--- src/rtl/lsu_pkg.sv ---
// Shared types and constants for the two-requester load/store arbiter.
// The LSU_ROUND_ROBIN_EN build macro selects alternating arbitration in lsu_arbiter.
package lsu_pkg;

    localparam int LSU_ADDR_W = 12;
    localparam int LSU_DATA_W = 32;

    localparam logic [3:0] MASK_B = 4'b0001;
    localparam logic [3:0] MASK_H = 4'b0011;
    localparam logic [3:0] MASK_W = 4'b1111;

    localparam logic [11:0] MEM_BASE = 12'h000;
    localparam logic [11:0] MEM_TOP  = 12'h7FF;
    localparam logic [11:0] OUT_BASE = 12'h800;
    localparam logic [11:0] OUT_TOP  = 12'h8FF;
    localparam logic [11:0] IN_BASE  = 12'h900;
    localparam logic [11:0] IN_TOP   = 12'h9FF;

    typedef struct packed {
        logic                  we;
        logic [LSU_ADDR_W-1:0] addr;
        logic [LSU_DATA_W-1:0] wdata;
        logic [3:0]            mask;
        logic                  unsign;
    } lsu_req_t;

    typedef struct packed {
        logic valid;
        logic id;
        logic is_load;
        logic fault;
    } lsu_rsp_t;

    typedef enum logic {
        ST_IDLE = 1'b0,
        ST_RESP = 1'b1
    } lsu_state_t;

endpackage

--- src/rtl/lsu_access_check.sv ---
// Combinational fault decode for one request: size/alignment, unmapped
// addresses and stores into the read-only input-peripheral window.
module lsu_access_check
    import lsu_pkg::*;
#(
    parameter int ADDR_W = LSU_ADDR_W
) (
    input  logic              we,
    input  logic [ADDR_W-1:0] addr,
    input  logic [3:0]        mask,
    output logic              fault
);

    localparam logic [ADDR_W-1:0] IN_LO = ADDR_W'(IN_BASE);
    localparam logic [ADDR_W-1:0] IN_HI = ADDR_W'(IN_TOP);

    logic align_fault;
    logic map_fault;
    logic ro_fault;

    always_comb begin
        case (mask)
            MASK_B:  align_fault = 1'b0;
            MASK_H:  align_fault = addr[0];
            MASK_W:  align_fault = |addr[1:0];
            default: align_fault = 1'b1;
        endcase
    end

    // The three windows are contiguous, so anything above the input window is unmapped.
    assign map_fault = (addr > IN_HI);
    assign ro_fault  = we && (addr >= IN_LO) && !map_fault;
    assign fault     = align_fault | map_fault | ro_fault;

endmodule

--- src/rtl/lsu_arbiter.sv ---
// Arbitrates the load/store unit between the core (m0) and the loader (m1).
// Define LSU_ROUND_ROBIN_EN for alternating grants instead of fixed priority.
module lsu_arbiter
    import lsu_pkg::*;
#(
    parameter int ADDR_W     = LSU_ADDR_W,
    parameter int DATA_W     = LSU_DATA_W,
    parameter int STARVE_MAX = 4
) (
    input  logic              clk_i,
    input  logic              rst_ni,

    input  logic              m0_req_i,
    input  logic              m0_we_i,
    input  logic [ADDR_W-1:0] m0_addr_i,
    input  logic [DATA_W-1:0] m0_wdata_i,
    input  logic [3:0]        m0_mask_i,
    input  logic              m0_unsign_i,
    output logic              m0_gnt_o,
    output logic              m0_rvalid_o,
    output logic [DATA_W-1:0] m0_rdata_o,
    output logic              m0_err_o,

    input  logic              m1_req_i,
    input  logic              m1_we_i,
    input  logic [ADDR_W-1:0] m1_addr_i,
    input  logic [DATA_W-1:0] m1_wdata_i,
    input  logic [3:0]        m1_mask_i,
    input  logic              m1_unsign_i,
    output logic              m1_gnt_o,
    output logic              m1_rvalid_o,
    output logic [DATA_W-1:0] m1_rdata_o,
    output logic              m1_err_o,

    output logic              lsu_st_en_o,
    output logic [ADDR_W-1:0] lsu_addr_o,
    output logic [DATA_W-1:0] lsu_st_data_o,
    output logic [3:0]        lsu_mask_o,
    output logic              lsu_unsign_o,
    input  logic [DATA_W-1:0] lsu_ld_data_i
);

    lsu_req_t          req [2];
    logic [1:0]        req_v;
    logic [1:0]        fault;
    logic [1:0]        gnt;
    logic              issue;
    logic              sel;
    logic              issue_ok;
    lsu_req_t          cur;
    lsu_state_t        state_reg, state_next;
    lsu_rsp_t          rsp_reg, rsp_next;
    logic              rsp_live;
    logic [DATA_W-1:0] load_data;

    assign req[0] = '{we: m0_we_i, addr: m0_addr_i, wdata: m0_wdata_i,
                      mask: m0_mask_i, unsign: m0_unsign_i};
    assign req[1] = '{we: m1_we_i, addr: m1_addr_i, wdata: m1_wdata_i,
                      mask: m1_mask_i, unsign: m1_unsign_i};
    assign req_v  = {m1_req_i, m0_req_i};

    for (genvar gi = 0; gi < 2; gi++) begin : g_check
        lsu_access_check #(.ADDR_W(ADDR_W)) u_check (
            .we    (req[gi].we),
            .addr  (req[gi].addr),
            .mask  (req[gi].mask),
            .fault (fault[gi])
        );
    end

`ifdef LSU_ROUND_ROBIN_EN
    logic last_gnt_reg;

    // On a tie the requester that did not win last time gets the LSU.
    always_comb begin
        gnt = 2'b00;
        if (rst_ni) begin
            if (req_v == 2'b11) gnt = last_gnt_reg ? 2'b01 : 2'b10;
            else                gnt = req_v;
        end
    end

    always_ff @(posedge clk_i or negedge rst_ni) begin
        if (!rst_ni)   last_gnt_reg <= 1'b1;
        else if (|gnt) last_gnt_reg <= gnt[1];
    end
`else
    localparam int CNT_W = $clog2(STARVE_MAX + 1);

    logic [CNT_W-1:0] wait_cnt_reg, wait_cnt_next;
    logic             starved;

    assign starved = (wait_cnt_reg == CNT_W'(STARVE_MAX));

    always_comb begin
        gnt = 2'b00;
        if (rst_ni) begin
            if (req_v[1] && (!req_v[0] || starved)) gnt = 2'b10;
            else if (req_v[0])                      gnt = 2'b01;
        end
    end

    always_comb begin
        wait_cnt_next = '0;
        if (req_v[1] && !gnt[1]) wait_cnt_next = starved ? wait_cnt_reg : wait_cnt_reg + CNT_W'(1);
    end

    always_ff @(posedge clk_i or negedge rst_ni) begin
        if (!rst_ni) wait_cnt_reg <= '0;
        else         wait_cnt_reg <= wait_cnt_next;
    end
`endif

    assign issue    = |gnt;
    assign sel      = gnt[1];
    assign cur      = req[sel];
    assign issue_ok = issue & ~fault[sel];

    assign m0_gnt_o      = gnt[0];
    assign m1_gnt_o      = gnt[1];
    assign lsu_st_en_o   = issue_ok & cur.we;
    assign lsu_addr_o    = issue_ok ? cur.addr   : '0;
    assign lsu_st_data_o = issue_ok ? cur.wdata  : '0;
    assign lsu_mask_o    = issue_ok ? cur.mask   : '0;
    assign lsu_unsign_o  = issue_ok & cur.unsign;

    // Only loads and faults need a response; a clean store completes at its grant.
    always_comb begin
        state_next = ST_IDLE;
        rsp_next   = '0;
        if (issue && (fault[sel] || !cur.we)) begin
            state_next = ST_RESP;
            rsp_next   = '{valid: 1'b1, id: sel, is_load: ~cur.we, fault: fault[sel]};
        end
    end

    always_ff @(posedge clk_i or negedge rst_ni) begin
        if (!rst_ni) begin
            state_reg <= ST_IDLE;
            rsp_reg   <= '0;
        end else begin
            state_reg <= state_next;
            rsp_reg   <= rsp_next;
        end
    end

    assign rsp_live  = (state_reg == ST_RESP) && rsp_reg.valid;
    assign load_data = (rsp_reg.is_load && !rsp_reg.fault) ? lsu_ld_data_i : '0;

    assign m0_rvalid_o = rsp_live && !rsp_reg.id;
    assign m1_rvalid_o = rsp_live &&  rsp_reg.id;
    assign m0_rdata_o  = m0_rvalid_o ? load_data : '0;
    assign m1_rdata_o  = m1_rvalid_o ? load_data : '0;
    assign m0_err_o    = m0_rvalid_o && rsp_reg.fault;
    assign m1_err_o    = m1_rvalid_o && rsp_reg.fault;

endmodule

--- config.mk ---
export PLATFORM = sky130hd
export DESIGN_NAME = lsu_arbiter
export DESIGN_NICKNAME = d
export VERILOG_FILES = /design/src/rtl/lsu_pkg.sv /design/src/rtl/lsu_access_check.sv /design/src/rtl/lsu_arbiter.sv
export SDC_FILE = /design/constraint.sdc
export NUM_CORES = 1
export LEC_CHECK = 0
export ABC_CLOCK_PERIOD_IN_PS = 2700
export BUFFER_PORTS_ARGS = -buffer_cell sky130_fd_sc_hd__buf_2
export CELL_PAD_IN_SITES_DETAIL_PLACEMENT = 0
export CELL_PAD_IN_SITES_GLOBAL_PLACEMENT = 1
export CORE_MARGIN = 2
export CORE_UTILIZATION = 15
export CTS_CLUSTER_DIAMETER = 120
export DETAILED_ROUTE_END_ITERATION = 8
export PLACE_DENSITY = 0.88
export SKIP_LAST_GASP = 1
export SYNTH_ARGS = -nofsm -noshare
export SYNTH_HDL_FRONTEND = slang
export SYNTH_SLANG_ARGS = --single-unit
--- constraint.sdc ---
create_clock -name clk_i -period 2.7 [get_ports clk_i]
set_input_delay 0.27 -clock clk_i [delete_from_list [all_inputs] [get_ports clk_i]]
set_output_delay 0.27 -clock clk_i [all_outputs]
set_load 0.02 [all_outputs]
# After elaboration in Yosys (flattened, before gate mapping)
# Index checks and enable logic that the tools add are counted.
op_classes:
  add_sub_neg: 1
  n_lt_le_gt_ge: 6
  eq_ne: 8
  n_mux: 20
  bitwise: 10
  n_reduce_logical: 25
op_table:
  columns: ["operator", "n"]
  rows:
  - ["two-way mux 50 bit", 3]
  - ["two-way mux 32 bit", 4]
  - [">= comparator 12 bit, second input constant", 2]
  - ["greater-than comparator 12 bit, second input constant", 2]
  - ["logical AND 1 bit", 13]
  - ["two-way mux 12 bit", 1]
  - ["equality test 4 x 1 -> 1 bit, second input constant", 2]
  - ["equality test 4 x 2 -> 1 bit, second input constant", 2]
  - ["equality test 4 bit, second input constant", 2]
  - ["two-way mux 4 bit", 2]
  - ["zero test 1 bit", 7]
  - ["two-way mux 3 bit", 2]
  - ["one-hot mux 1 bit (3 select lines)", 2]
  - ["OR reduction 2 bit", 3]
  - ["two-way mux 1 bit", 4]
  - ["two-way mux 2 bit", 2]
  - ["bitwise OR 1 bit", 4]
  - ["adder 3 x 1 -> 3 bit, second input constant", 1]
  - ["bitwise AND 1 bit", 3]
  - ["equality test 3 bit, second input constant", 1]
  - [">= comparator 2 bit, second input constant", 1]
  - ["logical OR 1 bit", 2]
  - ["less-than comparator 1 x 2 -> 1 bit, second input constant", 1]
  - ["inequality test 2 bit, second input constant", 1]
  - ["2 further kinds", 3]
word_totals:
  regBits: 8
  input_bits: 136
  wordCells: 76

# Logic depth before layout (Yosys ltp)
logic_depth:
  depth_word: 13
  ltp_mapped: 7

# Cells and area by module
# From an unflattened synthesis, not the netlist that was laid out.
hier_totals:
  cells_unflattened: 289
  area_unflattened_um2: 2016.9
modules_own_cells:
  columns: ["module", "n_inst", "cells_per_inst", "area_each_um2"]
  rows:
  - ["lsu_arbiter", 1, 277, 1931.9]
  - ["lsu_access_check", 2, 6, 42.5]

# Worst setup path before layout
# Ideal clock, no wire load.
synth_timing:
  kind: "reg-to-output"
  start: "register wait_cnt_reg[0]"
  end: "output port lsu_addr_o[10]"
  arrival_ns: 1.902
  setup_slack_ns: 0.528
  path_stages_with_launch: 8
  path_cell_list: "dfrtp_1 inv_1 ha_1 nand2_2 a21o_4 nor4b_4 buf_6 a22o_1"
synth_via:
  elab_chain_len: 10
  word_cells_on_any_way: 15
  cone_classes: "eq/ne: 1; mux: 8; bitwise: 3; reduce/logical: 3"
synth_lines:
  columns: ["item", "line", "rtl"]
  rows:
  - ["from (decl)", "lsu_arbiter.sv:90", "logic [CNT_W-1:0] wait_cnt_reg, wait_cnt_next;"]
  - ["from (signal assigned)", "lsu_arbiter.sv:110", "else wait_cnt_reg <= wait_cnt_next;"]
  - ["equality test 3 bit (*)", "lsu_arbiter.sv:93", "assign starved = (wait_cnt_reg == CNT_W'(STARVE_MAX));"]
  - ["logical OR 1 bit (*)", "lsu_arbiter.sv:98", "if (req_v[1] && (!req_v[0] || starved)) gnt = 2'b10;"]
  - ["logical AND 1 bit (*)", "lsu_arbiter.sv:98", null]
  - ["two-way mux 2 bit (*)", "lsu_arbiter.sv:98", null]
  - ["two-way mux 2 bit (*)", "lsu_arbiter.sv:97", "if (rst_ni) begin"]
  - ["NOT 1 -> 2 bit (implied by the code) / two-way mux 1 bit (equally long branches)", "lsu_arbiter.sv:116, lsu_arbiter.sv:117", null]
  - ["two-way mux 50 bit (implied by the code) / two-way mux 1 bit (equally long branches)", "lsu_arbiter.sv:116, lsu_arbiter.sv:117", null]
  - ["two-way mux 50 bit (implied by the code) / NOT 1 bit (equally long branches)", "lsu_arbiter.sv:116, lsu_arbiter.sv:117", null]
  - ["two-way mux 50 bit (implied by the code) / bitwise AND 1 bit (equally long branches)", "lsu_arbiter.sv:116, lsu_arbiter.sv:117", null]
  - ["two-way mux 12 bit (*)", "lsu_arbiter.sv:122", "assign lsu_addr_o = issue_ok ? cur.addr : '0;"]
  - ["to (decl)", "lsu_arbiter.sv:36", "output logic [ADDR_W-1:0] lsu_addr_o,"]
# Every way passes the cells marked *; elsewhere a longest branch is shown, timed or not. The select of a mux whose other input is x is not followed.

# Worst setup path in the final report
layout_timing:
  start: "input port rst_ni"
  end: "output port lsu_st_data_o[13]"
layout_via:
  elab_chain_len: 6
  word_cells_on_any_way: 11
  cone_classes: "mux: 7; bitwise: 3; reduce/logical: 1"
layout_lines:
  columns: ["item", "line", "rtl"]
  rows:
  - ["from (decl)", "lsu_arbiter.sv:11", "input logic rst_ni,"]
  - ["two-way mux 2 bit (*)", "lsu_arbiter.sv:97", null]
  - ["NOT 1 -> 2 bit (implied by the code) / two-way mux 1 bit (equally long branches)", "lsu_arbiter.sv:116, lsu_arbiter.sv:117", null]
  - ["two-way mux 50 bit (implied by the code) / two-way mux 1 bit (equally long branches)", "lsu_arbiter.sv:116, lsu_arbiter.sv:117", null]
  - ["two-way mux 50 bit (implied by the code) / NOT 1 bit (equally long branches)", "lsu_arbiter.sv:116, lsu_arbiter.sv:117", null]
  - ["two-way mux 50 bit (implied by the code) / bitwise AND 1 bit (equally long branches)", "lsu_arbiter.sv:116, lsu_arbiter.sv:117", null]
  - ["two-way mux 32 bit (*)", "lsu_arbiter.sv:123", "assign lsu_st_data_o = issue_ok ? cur.wdata : '0;"]
  - ["to (decl)", "lsu_arbiter.sv:37", "output logic [DATA_W-1:0] lsu_st_data_o,"]
# Marks and branches as above.

==> key figures <==
Flow run
  – Number of maximum-capacitance violations: 0

Timing
  – Final Slew Violations: 0
  – TNS Setup: 0 ps
  – Setup repair after global routing missed its margin: false
  – Final hold violation count: 0
  – Final setup vio count: 0
  – Final critical path time including I/O delays and setup: 2564 ps
  – Post-route clock period utilization: 0.9496
  – Worst slew margin relative to its limit: 0.4943
  – Worst clock skew: just over 1 ps
  – Maximum operating frequency: 0.3900 GHz
  – Worst slew pin tran: 758.6 ps

Route
  – Vias: 2489
  – Routed len/inst: 14.52 µm
  – Detailed router's first-iteration violation count: 56
  – Antenna-violating nets left: 0
  – Total wire length after detailed routing: 8.424 mm
  – Router iterations before antenna repair: 4
  – DRC violations left: 0
  – Average vias per placed instance: 4.291

Critical path
  – CP peak stage delay: 530 ps
  – Critical Path Source: rst_ni
  – Biggest fanout along the worst timing path: 45
  – Worst path slowest cell: dlygate4sd3_1
  – Endpoint class of the critical path: primary output
  – Critical path cell sequence: dlygate4sd3_1 > buf_2 > nand2_1 > a21o_4 > nor4b_4 > buf_12 > a22o_1 > buf_2
  – Crit Path Class: in -> out
  – Cell family with the largest share of critical-path delay: buffers and inverters
  – Crit path buf inv count: 4
  – Worst r2r src: wait_cnt_reg[0]$_DFFE_PN0P_
  – Critical path arrival: 2290 ps
  – Cell repeated most along the worst path: buf_2
  – Critical path data required time: between 2000 and 2500 ps
  – Startpoint Class: input port

Synthesis
  – Most numerous cell in the Yosys netlist: and2_1
  – Post-synthesis mux area share: 0
  – FF+latch count, synth: 7
  – Sequential cell area fraction in the yosys report: 0.1189
  – Number of enable flip-flop cells after synthesis: 0
  – Combinational family with the most area after synthesis: simple AND/OR/NAND/NOR gates
  – Post-Synth Adder-Cell Area: 0.01699
  – Avg Cell Area, Syn: 7.400 µm²
  – Number of synthesis warnings: 0
  – Top cell type by total area after synthesis: and2_1
  – Most numerous cell types in the synthesized netlist: 66 x and2_1, 45 x a22o_1, 15 x nand2_1
  – Area fraction of the dominant cell type after synthesis: 0.2804
  – Fraction of the mapped netlist area in compound gates: 0.3602
  – Top_reg_cell synth: dfrtp_1
  – Cell types occupying the most area after synthesis: and2_1 28%, a22o_1 27%, dfrtp_1 12%
  – Syn Std Cell Area: approximately 1500 µm²
  – Synth cell types: 32
  – Fraction of registers with async set/reset: 1.000
  – Area share of xor/xnor cells in the synthesized design: 0.005947
  – Gate Count Post-Synth: 199
  – Area share of and/or/nand/nor cells after synthesis: 0.4240
  – Total nets after synthesis: 337

Floorplanning
  – Area of the die: 10630 µm²
  – Floorplan row count: 36
  – Initial core utilization: 0.1528
  – Die H: 103.1 µm
  – Die Width: 103.1 µm
  – Core ar.: a little under 10000 µm²
  – Number of primary I/O pins: 256

Cells and area
  – Fraction of final layout cells sized beyond drive strength 1: 0.6009
  – Final cell area excluding filler cells: 2924 µm²
  – Filler cells: 1096
  – Sequential cell area: 175.2 µm²
  – Post-synthesis to final-layout area growth: 98.56%
  – Fraction of the core area covered by cells at the end of the flow: 0.3033
  – Max FFs per register: 4
  – Number of nets in the layout: 585
  – Footprint of the multi-input gates: between 1000 and 1500 µm²

Placement
  – Post-place instance area: 2867 µm²
  – PortBufs: 255
  – Global placement routability congestion: 0.8074
  – Total half-perimeter wirelength after legalization and detailed placement: 7.326 mm

Global route
  – Global-route wire length before repair: 11.53 mm
  – Number of global-route vias before repair: about 2300
  – Tot GR Track Use: 0.1395
  – Remaining global-route overflow: 0
  – Number of antenna violations at the first check in global routing: 1
  – Pin count of the biggest net entering global routing: 46

Hold path
  – Type of the tightest min-delay check: in -> reg
  – Worst hold start: m1_req_i

Power
  – Peak supply drop: 0.00009820 V
  – Static leakage: 0.001841 µW
  – Power Density: about 170 nW/µm²
  – Overall Power: 511.3 µW

CTS
  – Clk sink count: 7
  – Skew-Pair Late Insertion Delay: 220 ps
  – Total CTS buffers: 3
  – Clock tree from TritonCTS: done
  – CTS Root Cell: clkbuf_8
  – Cells resized by post-CTS repair: 0
  – Clock Path Buffers: 2
  – H-tree depth: 1
  – Reg clk slew, reported paths: 40 ps

Outcome
  – Run status: completed
worst paths after layout:
| path | to | cells after the start | slack, ps |
|---|---|---|---|
| min in group asynchronous | wait_cnt_reg[1]$_DFFE_PN0P_ | 2 | 440 |
| max in group asynchronous | wait_cnt_reg[2]$_DFFE_PN0P_ | 2 | 2090 |
| worst max register to register | rsp_reg[3]$_DFF_PN0_ | 7 | 900 |
| worst max-delay path | lsu_st_data_o[13] | 8 | 140 |
| worst min-delay path | wait_cnt_reg[0]$_DFFE_PN0P_ | 3 | 350 |
| worst min register to register | wait_cnt_reg[1]$_DFFE_PN0P_ | 2 | 570 |
worst reg2reg max path, stage by stage (launching register included):
cell	delay, ps
dfrtp_1	390
inv_1	60
ha_1	240
nand2_2	120
a21o_4	160
clkinv_1	310
o31a_1	240
nand2b_1	150
where the power goes:
part | total, µW | leakage [µW] | internal [µW] | switching, µW
combinational | 246 | 0.00173 | 117 | 129
clock | 144 | 0.0000228 | 102 | 42.4
sequential | 121 | 0.0000916 | 114 | 7.19
cell families after synthesis:
family,Yosys count
simple gates,105
compound gates,63
buf+inv,21
flops,7
fa+ha+maj,2
xor+xnor,1
area by class of cell:
class	instances	share of cell area
Antenna cell	1	0.0008558
Clock buffer	4	0.01540
Inverter	5	0.006418
Multi-Input combinational cell	171	0.4086
Sequential cell	7	0.05991
Tap cell	133	0.05691
Timing Repair Buffer	259	0.4519
per-layer routing:
metal	vias up	GRT usage	share of wire	wire [µm]
met5	-	0	0	0
met4	0	0.02126	0	0
met3	0	0.01966	0.089	749
met2	166	0.2707	0.51	4331
met1	1109	0.1636	0.40	3344
li1	1214	-	-	-
metrics by stage:
step	setup WS (ps)	hold slack, ps	std cells
floorplan	528.2	-25.59	199
global placement	488.1	121.2	574
detailed placement	423.8	129.9	574
CTS	108.0	347.0	579
global route	18.07	379.5	580
finish	136.2	352.0	580
cells in the final DEF, fill, tap and decap left out, types with 2 or more instances in the layout:
| cell type | n |
|---|---|
| buf_4 | 2 |
| buf_2 | 255 |
| or2_2 | 2 |
| and2_1 | 66 |
| clkbuf_8 | 3 |
| o22ai_1 | 4 |
| ha_1 | 2 |
| a22o_1 | 45 |
| and3b_1 | 2 |
| nand3_1 | 4 |
| nand2_1 | 15 |
| o21ai_0 | 2 |
| dfrtp_1 | 7 |
| nor2b_1 | 2 |
| nor2_1 | 7 |
| a211oi_1 | 4 |
| a41oi_1 | 2 |
| inv_1 | 4 |
repair_timing:
action                     4_1_cts  5_1_grt
hold buffers                     1        0
buffers inserted                 0        0
hold endpoints to repair         7        0
setup endpoints to repair        0        0
Note: power is estimated with default switching activity, not from simulation.
